==> config.mk <==
export PLATFORM = sky130hd
export DESIGN_NAME = multdiv
export DESIGN_NICKNAME = d
export VERILOG_FILES = /design/src/rtl/multdiv_pkg.sv /design/src/rtl/multdiv_counter.sv /design/src/rtl/multdiv.sv
export SDC_FILE = /design/constraint.sdc
export NUM_CORES = 1
export LEC_CHECK = 0
export ABC_AREA = 0
export CAP_MARGIN = 0
export CORE_UTILIZATION = 65
export CTS_BUF_LIST = sky130_fd_sc_hd__clkbuf_8
export CTS_CLUSTER_DIAMETER = 80
export CTS_CLUSTER_SIZE = 30
export DETAILED_ROUTE_END_ITERATION = 12
export GPL_TIMING_DRIVEN = 1
export PLACE_DENSITY = 0.86
export SLEW_MARGIN = 15
export SYNTH_ARGS = -nofsm -noshare
export SYNTH_HDL_FRONTEND = slang
export SYNTH_HIERARCHICAL = 1
export SYNTH_SLANG_ARGS = --single-unit
==> constraint.sdc <==
create_clock -name clock -period 11.7 [get_ports clock]
set_input_delay 2.34 -clock clock [delete_from_list [all_inputs] [get_ports clock]]
set_output_delay 2.34 -clock clock [all_outputs]
set_load 0.005 [all_outputs]
==> src/rtl/multdiv_pkg.sv <==
// ============================================================================
// Module   : multdiv_pkg
// Brief    : Shared constants, state encoding and helpers for multdiv.
// Revision : 1.0
// ============================================================================
`default_nettype none

package multdiv_pkg;

    localparam int MD_WIDTH = 32;
    localparam int MD_ITER  = 32;
    localparam int MD_CNT_W = 6;

    typedef enum logic [1:0] {
        ST_IDLE = 2'd0,
        ST_MULT = 2'd1,
        ST_DIV  = 2'd2,
        ST_DONE = 2'd3
    } md_state_t;

    // Magnitude of a two's complement word; -2^31 maps to 0x80000000 unsigned.
    function automatic logic [MD_WIDTH-1:0] md_abs(input logic [MD_WIDTH-1:0] v);
        return v[MD_WIDTH-1] ? (~v + 1'b1) : v;
    endfunction

endpackage

`default_nettype wire

==> src/rtl/multdiv_counter.sv <==
// ============================================================================
// Module   : multdiv_counter
// Brief    : Iteration counter with synchronous clear and an end-of-run flag.
// Revision : 1.0
// ============================================================================
`default_nettype none

module multdiv_counter
    import multdiv_pkg::*;
(
    input  logic clk,
    input  logic rst,
    input  logic clr,
    input  logic en,
    output logic last
);

    logic [MD_CNT_W-1:0] count;

    always_ff @(posedge clk or posedge rst) begin
        if (rst) begin
            count <= '0;
        end else if (clr) begin
            count <= '0;
        end else if (en) begin
            count <= count + 1'b1;
        end
    end

    // High on the iteration whose increment brings the count to MD_ITER.
    assign last = en && (count == MD_CNT_W'(MD_ITER - 1));

endmodule

`default_nettype wire

==> src/rtl/multdiv.sv <==
// ============================================================================
// Module   : multdiv
// Brief    : Iterative signed 32-bit Booth multiply / restoring divide unit.
// Revision : 1.0
// ============================================================================
`default_nettype none

module multdiv
    import multdiv_pkg::*;
(
    input  logic                clock,
    input  logic                reset,
    input  logic [MD_WIDTH-1:0] operandA,
    input  logic [MD_WIDTH-1:0] operandB,
    input  logic                ctrlMult,
    input  logic                ctrlDiv,
    input  logic [4:0]          rdIn,
    output logic [MD_WIDTH-1:0] result,
    output logic                exception,
    output logic                resultRdy,
    output logic [4:0]          rdOut,
    output logic                busy
);

    md_state_t state, state_nxt;

    logic [MD_WIDTH-1:0] hi, lo, addend;
    logic                guard, neg_q;
    logic [MD_WIDTH-1:0] hi_nxt, lo_nxt;
    logic                guard_nxt;
    logic [MD_WIDTH:0]   add_a, add_b, sum;
    logic                add_sub;
    logic [MD_WIDTH-1:0] fin_result;
    logic                fin_exc;
    logic                start_mult, start_div, div_zero, div_go;
    logic                iterating, cnt_last;

    assign iterating  = (state == ST_MULT) || (state == ST_DIV);
    assign start_mult = (state == ST_IDLE) && ctrlMult;
    assign start_div  = (state == ST_IDLE) && ctrlDiv && !ctrlMult;
    assign div_zero   = start_div && (operandB == '0);
    assign div_go     = start_div && (operandB != '0);
    assign busy       = ((state == ST_IDLE) && (ctrlMult || ctrlDiv)) || iterating;

    multdiv_counter u_counter (
        .clk  (clock),
        .rst  (reset),
        .clr  (start_mult || start_div),
        .en   (iterating),
        .last (cnt_last)
    );

    always_ff @(posedge clock or posedge reset) begin
        if (reset) begin
            state <= ST_IDLE;
        end else begin
            state <= state_nxt;
        end
    end

    always_comb begin
        state_nxt = state;
        case (state)
            ST_IDLE: begin
                if (ctrlMult) begin
                    state_nxt = ST_MULT;
                end else if (ctrlDiv) begin
                    state_nxt = (operandB == '0) ? ST_DONE : ST_DIV;
                end
            end
            ST_MULT, ST_DIV: begin
                if (cnt_last) begin
                    state_nxt = ST_DONE;
                end
            end
            default: state_nxt = ST_IDLE;
        endcase
    end

    // Shared 33-bit adder: Booth add/sub of the multiplicand into hi, or the
    // restoring trial subtract of the divisor magnitude from {rem, next bit}.
    always_comb begin
        add_a   = '0;
        add_b   = '0;
        add_sub = 1'b0;
        if (state == ST_MULT) begin
            add_a = {hi[MD_WIDTH-1], hi};
            case ({lo[0], guard})
                2'b01:   add_b = {addend[MD_WIDTH-1], addend};
                2'b10: begin
                    add_b   = {addend[MD_WIDTH-1], addend};
                    add_sub = 1'b1;
                end
                default: add_b = '0;
            endcase
        end else if (state == ST_DIV) begin
            add_a   = {hi, lo[MD_WIDTH-1]};
            add_b   = {1'b0, addend};
            add_sub = 1'b1;
        end
        sum = add_sub ? (add_a - add_b) : (add_a + add_b);
    end

    always_comb begin
        hi_nxt     = hi;
        lo_nxt     = lo;
        guard_nxt  = guard;
        fin_result = '0;
        fin_exc    = 1'b0;
        if (state == ST_MULT) begin
            hi_nxt     = sum[MD_WIDTH:1];
            lo_nxt     = {sum[0], lo[MD_WIDTH-1:1]};
            guard_nxt  = lo[0];
            fin_result = lo_nxt;
            fin_exc    = (hi_nxt != {MD_WIDTH{lo_nxt[MD_WIDTH-1]}});
        end else if (state == ST_DIV) begin
            // A set sign bit means the trial went negative: restore.
            if (!sum[MD_WIDTH]) begin
                hi_nxt = sum[MD_WIDTH-1:0];
                lo_nxt = {lo[MD_WIDTH-2:0], 1'b1};
            end else begin
                hi_nxt = add_a[MD_WIDTH-1:0];
                lo_nxt = {lo[MD_WIDTH-2:0], 1'b0};
            end
            fin_result = neg_q ? (~lo_nxt + 1'b1) : lo_nxt;
            // Only -2^31 / -1 yields a positive quotient with bit 31 set.
            fin_exc    = !neg_q && lo_nxt[MD_WIDTH-1];
        end
    end

    always_ff @(posedge clock or posedge reset) begin
        if (reset) begin
            hi        <= '0;
            lo        <= '0;
            guard     <= 1'b0;
            addend    <= '0;
            neg_q     <= 1'b0;
            result    <= '0;
            exception <= 1'b0;
            resultRdy <= 1'b0;
            rdOut     <= '0;
        end else begin
            resultRdy <= 1'b0;
            if (start_mult) begin
                hi     <= '0;
                lo     <= operandB;
                guard  <= 1'b0;
                addend <= operandA;
                rdOut  <= rdIn;
            end else if (div_zero) begin
                result    <= '0;
                exception <= 1'b1;
                resultRdy <= 1'b1;
                rdOut     <= rdIn;
            end else if (div_go) begin
                hi     <= '0;
                lo     <= md_abs(operandA);
                addend <= md_abs(operandB);
                neg_q  <= operandA[MD_WIDTH-1] ^ operandB[MD_WIDTH-1];
                rdOut  <= rdIn;
            end else if (iterating) begin
                hi    <= hi_nxt;
                lo    <= lo_nxt;
                guard <= guard_nxt;
                if (cnt_last) begin
                    result    <= fin_result;
                    exception <= fin_exc;
                    resultRdy <= 1'b1;
                end
            end
        end
    end

endmodule

`default_nettype wire
==> results of run 1 <==
-- final cells by class --
cell class | count | area (um^2)
Inverter | 33 | 129
Clock buffer | 18 | 248
Clock inverter | 14 | 121
Multi-Input combinational cell | 1436 | 8810
Fill cell | 1590 | 5100
Sequential cell | 145 | 3630
Timing Repair Buffer | 126 | 1230
Tap cell | 265 | 332
-- registers in the layout, summed over array words and instances, names as in the netlist, 2 cells and up --
name and count:
u_counter/count 6, lo 32, state 2, result 32
addend 32, hi 32, rdOut 5
-- per-stage QoR --
step                      cells  util [%]
final                      2037      74.0
after global routing       2037      74.0
after CTS                  2037      74.0
after detailed placement   2005      72.1
after global placement     2005      72.1
after floorplan            1749         -
-- critical path, delay by kind of cell (launching register included) --
kind            cells  cell delay (ns)
simple gates       10             2.85
flops               1             0.41
fa+ha+maj           4             1.30
buf+inv             3             0.47
xor+xnor            2             0.30
compound gates     11             2.40
-- cells by family (layout without fill, tap and decap cells) --
group | after synthesis | count (layout) | synth area share (%)
compound gates | 570 | 570 | 26.7
xor+xnor | 132 | 132 | 8.85
fa+ha+maj | 43 | 43 | 4.18
buf+inv | 168 | 191 | 5.17
flops | 145 | 145 | 27.8
mux | 66 | 66 | 5.13
simple gates | 625 | 625 | 22.2
-- synthesized netlist by cell type (all sizes together) (16+ instances only) --
| cell type | n | area (um^2) |
|---|---|---|
| nand2 | 315 | 1180 |
| o21ai | 237 | 1190 |
| dfrtp | 145 | 3630 |
| a21oi | 126 | 634 |
| nor2 | 110 | 413 |
| clkbuf | 108 | 407 |
| xnor2 | 67 | 587 |
| xor2 | 65 | 569 |
| mux2i | 59 | 591 |
| ha | 42 | 526 |
| a211oi | 39 | 293 |
| o31ai | 34 | 274 |
| inv | 33 | 124 |
| nand3 | 28 | 140 |
| buf | 27 | 144 |
| nor4 | 26 | 178 |
| nor3 | 22 | 120 |
| nor2b | 20 | 125 |
| o211ai | 20 | 150 |
| or3 | 19 | 129 |
| nand2b | 16 | 108 |
-- worst max-delay path by stage --
stage	slack, ns	cells past startpoint	endpoint
floorplan	4.89	35	result[26]
global placement	4.24	31	result[26]
detailed placement	4.01	31	result[26]
CTS	3.96	30	result[26]
global route	3.30	30	result[26]
finish	3.80	30	result[26]
-- layer usage --
layer | wire (um) | vias up
met2 | 18400 | 737
met5 | 0 | -
li1 | - | 6317
met3 | 3880 | 121
met1 | 16900 | 6358
met4 | 1600 | 0
==> reports/results.txt, run 1 <==
status - completed
I/O pin count - 113
largest net degree at the start of global routing - 116
Final Hold Viols - 0
post-route setup TNS - 0 ns
antenna viol nets, final - 0
Seq/Total Area, Yosys - 27.8%
most common cell after layout, fill and taps aside - nand2_1
unrepaired setup endpoints after global routing - false
Post-Syn Area - 0.0131 mm^2
Nets - 1875
GR met1 Demand/Resource - 54.2%
layout cells sized above 1 - 4.57%
design area - 0.0145 mm^2
Worst Hold End - result[14]
Core Region - 0.0196 mm^2
vias in the first global route - 12200
Post-CTS Hold Fix Bufs - 0
Layout Skew - 0.0158 ns
routed vias/inst - 6.64
max cap viols - 0
class of the worst hold path - reg -> reg
Cell variety after synth - 74
worst hold path stage count - 2
first-pass GRT wire length - 64.4 mm
Layout Area Growth over Synthesis - 11.0%
I/O Buffers - 112
commonest non-fill, non-tap cells in the layout - nand2_1, o21ai_0, dfrtp_1
Initial DRC Count - 1490
latest clock arrival within the worst-skew pair - 0.49 ns
mean area per synthesized cell - 7.46 um^2
pre-CTS WS - 4.01 ns
slowest cell on the critical path - ha_4
gr usage total - 40.3%
Hold Crit Start - result[14]
CP startpoint kind - flop
crit end category - flop
Reg clk slew, reported paths - 0.09 ns
critical path arrival - 8.28 ns
cell count after synthesis - 1749
register bit count reported by yosys - 145
met3 Use GR - 7.66%
Initial Utilization - 66.6%
Worst EP required - 12.07 ns
YS warnings - 6
Final WS setup - 3.80 ns
DIE AREA - 0.0207 mm^2
drt drc - 0
Final setup viols - 0
DR pass1 iterations - 11
Hold WS - 0.488 ns
WL/cell - 20.0 um
min Tclk post-route - 7.90 ns
WL final - 40.7 mm
CP peak stage delay - 0.57 ns
Register-to-Register Setup Slack - 3.80 ns
clk root buf - clkbuf_8
clk sinks - 145
gr busiest metal - met2
CTS Buffer Depth - 2
Post-DP HPWL - 29.9 mm
Pins Over Slew Limit - 0
crit share post-route - 67.5%
R2R Path End - result[26]
Die H - 144 um
critical path fanouts, max - 73
via count - 13500
DP Area - 0.0141 mm^2
reg2reg start - state[1]
critical path class - reg -> reg
n_diodes - 0
RD Place Congestion - 0.983
ys async rst share - 100%
grt total ovfl - 0
Rel. slew slack - 24.4%
Post-CTS Setup Bufs - 0
reg2reg path depth - 30
H-tree depth - 4
Worst Setup SP - state[1]
TritonCTS clock tree - yes
ys flop type - dfrtp_1
syn_nets - 1865
EDFF count, synth - 0
Rows - 51
Resized Gates After CTS - 0
initial antenna violation count - 0
Die W - 144 um
cts bufs inserted - 17
fmax - 127 MHz
met2 Resource Use GR - 63.1%
Tightest Pin Transition - 1.13 ns
Power of run 1 is left out: the tool's default activity adds up to more than one toggle a clock period on the data nets, which glitch-free logic cannot reach.
==> inputs of run 2 (changes only) <==
--- a/config.mk
+++ b/config.mk
@@ -7,13 +7,13 @@
 export LEC_CHECK = 0
 export ABC_AREA = 0
 export CAP_MARGIN = 0
-export CORE_UTILIZATION = 65
+export CORE_UTILIZATION = 61
 export CTS_BUF_LIST = sky130_fd_sc_hd__clkbuf_8
 export CTS_CLUSTER_DIAMETER = 80
 export CTS_CLUSTER_SIZE = 30
 export DETAILED_ROUTE_END_ITERATION = 12
 export GPL_TIMING_DRIVEN = 1
-export PLACE_DENSITY = 0.86
+export PLACE_DENSITY = 0.82
 export SLEW_MARGIN = 15
 export SYNTH_ARGS = -nofsm -noshare
 export SYNTH_HDL_FRONTEND = slang
==> constraint.sdc (replaced) <==
create_clock -name clock -period 7.64 [get_ports clock]
set_input_delay 1.528 -clock clock [delete_from_list [all_inputs] [get_ports clock]]
set_output_delay 1.528 -clock clock [all_outputs]
set_load 0.005 [all_outputs]
==> reports/results.txt, run 2 (synthesized netlist as in run 1, its figures left out) <==
Initial DRC Count - 1493 (was 1490)
crit end category - flop (unchanged)
I/O Buffers - 112 (unchanged)
WL/cell - 19.9 um (was 20.0 um)
Worst Hold End - result[0] (was result[14])
initial antenna violation count - 0 (unchanged)
clk root buf - clkbuf_8 (unchanged)
most common cell after layout, fill and taps aside - nand2_1 (unchanged)
vias in the first global route - 12300 (was 12200)
Worst Path Buf+Inv - 2 (was 3)
Post-CTS Hold Fix Bufs - 0 (unchanged)
CP peak stage delay - 0.57 ns (about the same)
Rel. slew slack - 30.2% (was 24.4%)
routed vias/inst - 6.58 (was 6.64)
reg2reg path depth - 29 (was 30)
Worst Setup SP - state[1] (unchanged)
crit share post-route - 91.9% (was 67.5%)
worst hold path stage count - 2 (unchanged)
Register-to-Register Setup Slack - 0.62 ns (was 3.80 ns)
first-pass GRT wire length - 65.2 mm (was 64.4 mm)
layout cells sized above 1 - 4.95% (was 4.57%)
Hold Crit Start - result[0] (was result[14])
Tightest Pin Transition - 1.05 ns (was 1.13 ns)
slowest cell on the critical path - or4b_4 (was ha_4)
post-route setup TNS - 0 ns (unchanged)
antenna viol nets, final - 0 (unchanged)
cts bufs inserted - 17 (unchanged)
fmax - 142 MHz (was 127 MHz)
via count - 13500 (about the same)
I/O pin count - 113 (unchanged)
Reg clk slew, reported paths - 0.10 ns (was 0.09 ns)
Final Hold Viols - 0 (unchanged)
delay-heaviest family, CP - simple AND/OR/NAND/NOR gates (unchanged)
critical path arrival - 7.40 ns (was 8.28 ns)
largest net degree at the start of global routing - 116 (unchanged)
reg2reg start - state[1] (unchanged)
clk sinks - 145 (unchanged)
Nets - 1882 (was 1875)
class of the worst hold path - reg -> reg (unchanged)
unrepaired setup endpoints after global routing - false (unchanged)
Die H - 148 um (was 144 um)
Initial Utilization - 62.1% (was 66.6%)
n_diodes - 0 (unchanged)
RD Place Congestion - 0.971 (was 0.983)
status - completed (unchanged)
latest clock arrival within the worst-skew pair - 0.48 ns (was 0.49 ns)
max cap viols - 0 (unchanged)
Reg area - 0.00363 mm^2 (unchanged)
Worst EP required - 8.02 ns (was 12.07 ns)
commonest non-fill, non-tap cells in the layout - nand2_1, o21ai_0, dfrtp_1 (unchanged)
Rows - 53 (was 51)
Layout Skew - 0.0171 ns (was 0.0158 ns)
Pins Over Slew Limit - 0 (unchanged)
critical path class - reg -> reg (unchanged)
critical path fanouts, max - 21 (was 73)
R2R Path End - result[26] (unchanged)
Post-CTS Setup Bufs - 0 (unchanged)
Die W - 148 um (was 144 um)
Layout Area Growth over Synthesis - 11.5% (was 11.0%)
Final setup viols - 0 (unchanged)
CTS Buffer Depth - 2 (unchanged)
footprint of the multi-input gates - 0.00881 mm^2 (unchanged)
WL final - 40.9 mm (was 40.7 mm)
Post-DP HPWL - 30.1 mm (was 29.9 mm)
DIE AREA - 0.0220 mm^2 (was 0.0207 mm^2)
gr usage total - 37.6% (was 40.3%)
drt drc - 0 (unchanged)
Resized Gates After CTS - 0 (unchanged)
DR pass1 iterations - 7 (was 11)
grt total ovfl - 0 (unchanged)
Filler cells - 1770 (was 1590)
H-tree depth - 4 (unchanged)
final core utilization - 69.3% (was 74.0%)
TritonCTS clock tree - yes (unchanged)
Core Region - 0.0210 mm^2 (was 0.0196 mm^2)
min Tclk post-route - 7.02 ns (was 7.90 ns)
CP startpoint kind - flop (unchanged)
-- run 2: metal layers --
layer,global-route usage [%],up-vias,share of wire (%)
met5,0,-,0
met4,13.6,0,3.0
met3,7.39,104,9.5
met2,57.9,678,45
met1,52.2,6407,43
li1,-,6325,-
-- run 2: worst max-delay path by stage --
stage	endpoint	slack, ns	depth (start not counted)
after floorplan	result[26]	0.83	35
after global placement	result[26]	0.90	29
after detailed placement	result[26]	0.72	29
after CTS	result[26]	0.70	29
after global routing	result[26]	0.10	29
final	result[26]	0.62	29
-- run 2: cell type report --
| cell class | count | area share [%] |
|---|---|---|
| multi-input combinational | 1436 | 60.5 |
| tap | 275 | 2.36 |
| clock inverter | 15 | 0.979 |
| inverter | 33 | 0.885 |
| timing repair buffer | 133 | 8.78 |
| clock buffer | 17 | 1.61 |
| sequential | 145 | 24.9 |
-- run 2: metrics by stage --
step | area (um^2) | cells | hold WS, ns | setup slack, ns
5_1_grt | 14600 | 2054 | 0.521 | 0.101
3_3_place_gp | 14200 | 2022 | 0.461 | 0.902
2_1_floorplan | 13100 | 1749 | 0.463 | 0.830
3_5_place_dp | 14200 | 2022 | 0.472 | 0.723
6_report | 14600 | 2054 | 0.488 | 0.618
4_1_cts | 14600 | 2054 | 0.493 | 0.704
-- run 2: worst register-to-register path: cells and delay by family, from the launching register on --
family	cells	cell delay [ns]
simple gates	10	2.50
compound gates	11	2.42
fa+ha+maj	4	1.12
flops	1	0.41
xor+xnor	2	0.30
buf+inv	2	0.21
Power of run 2 is left out for the same reason.
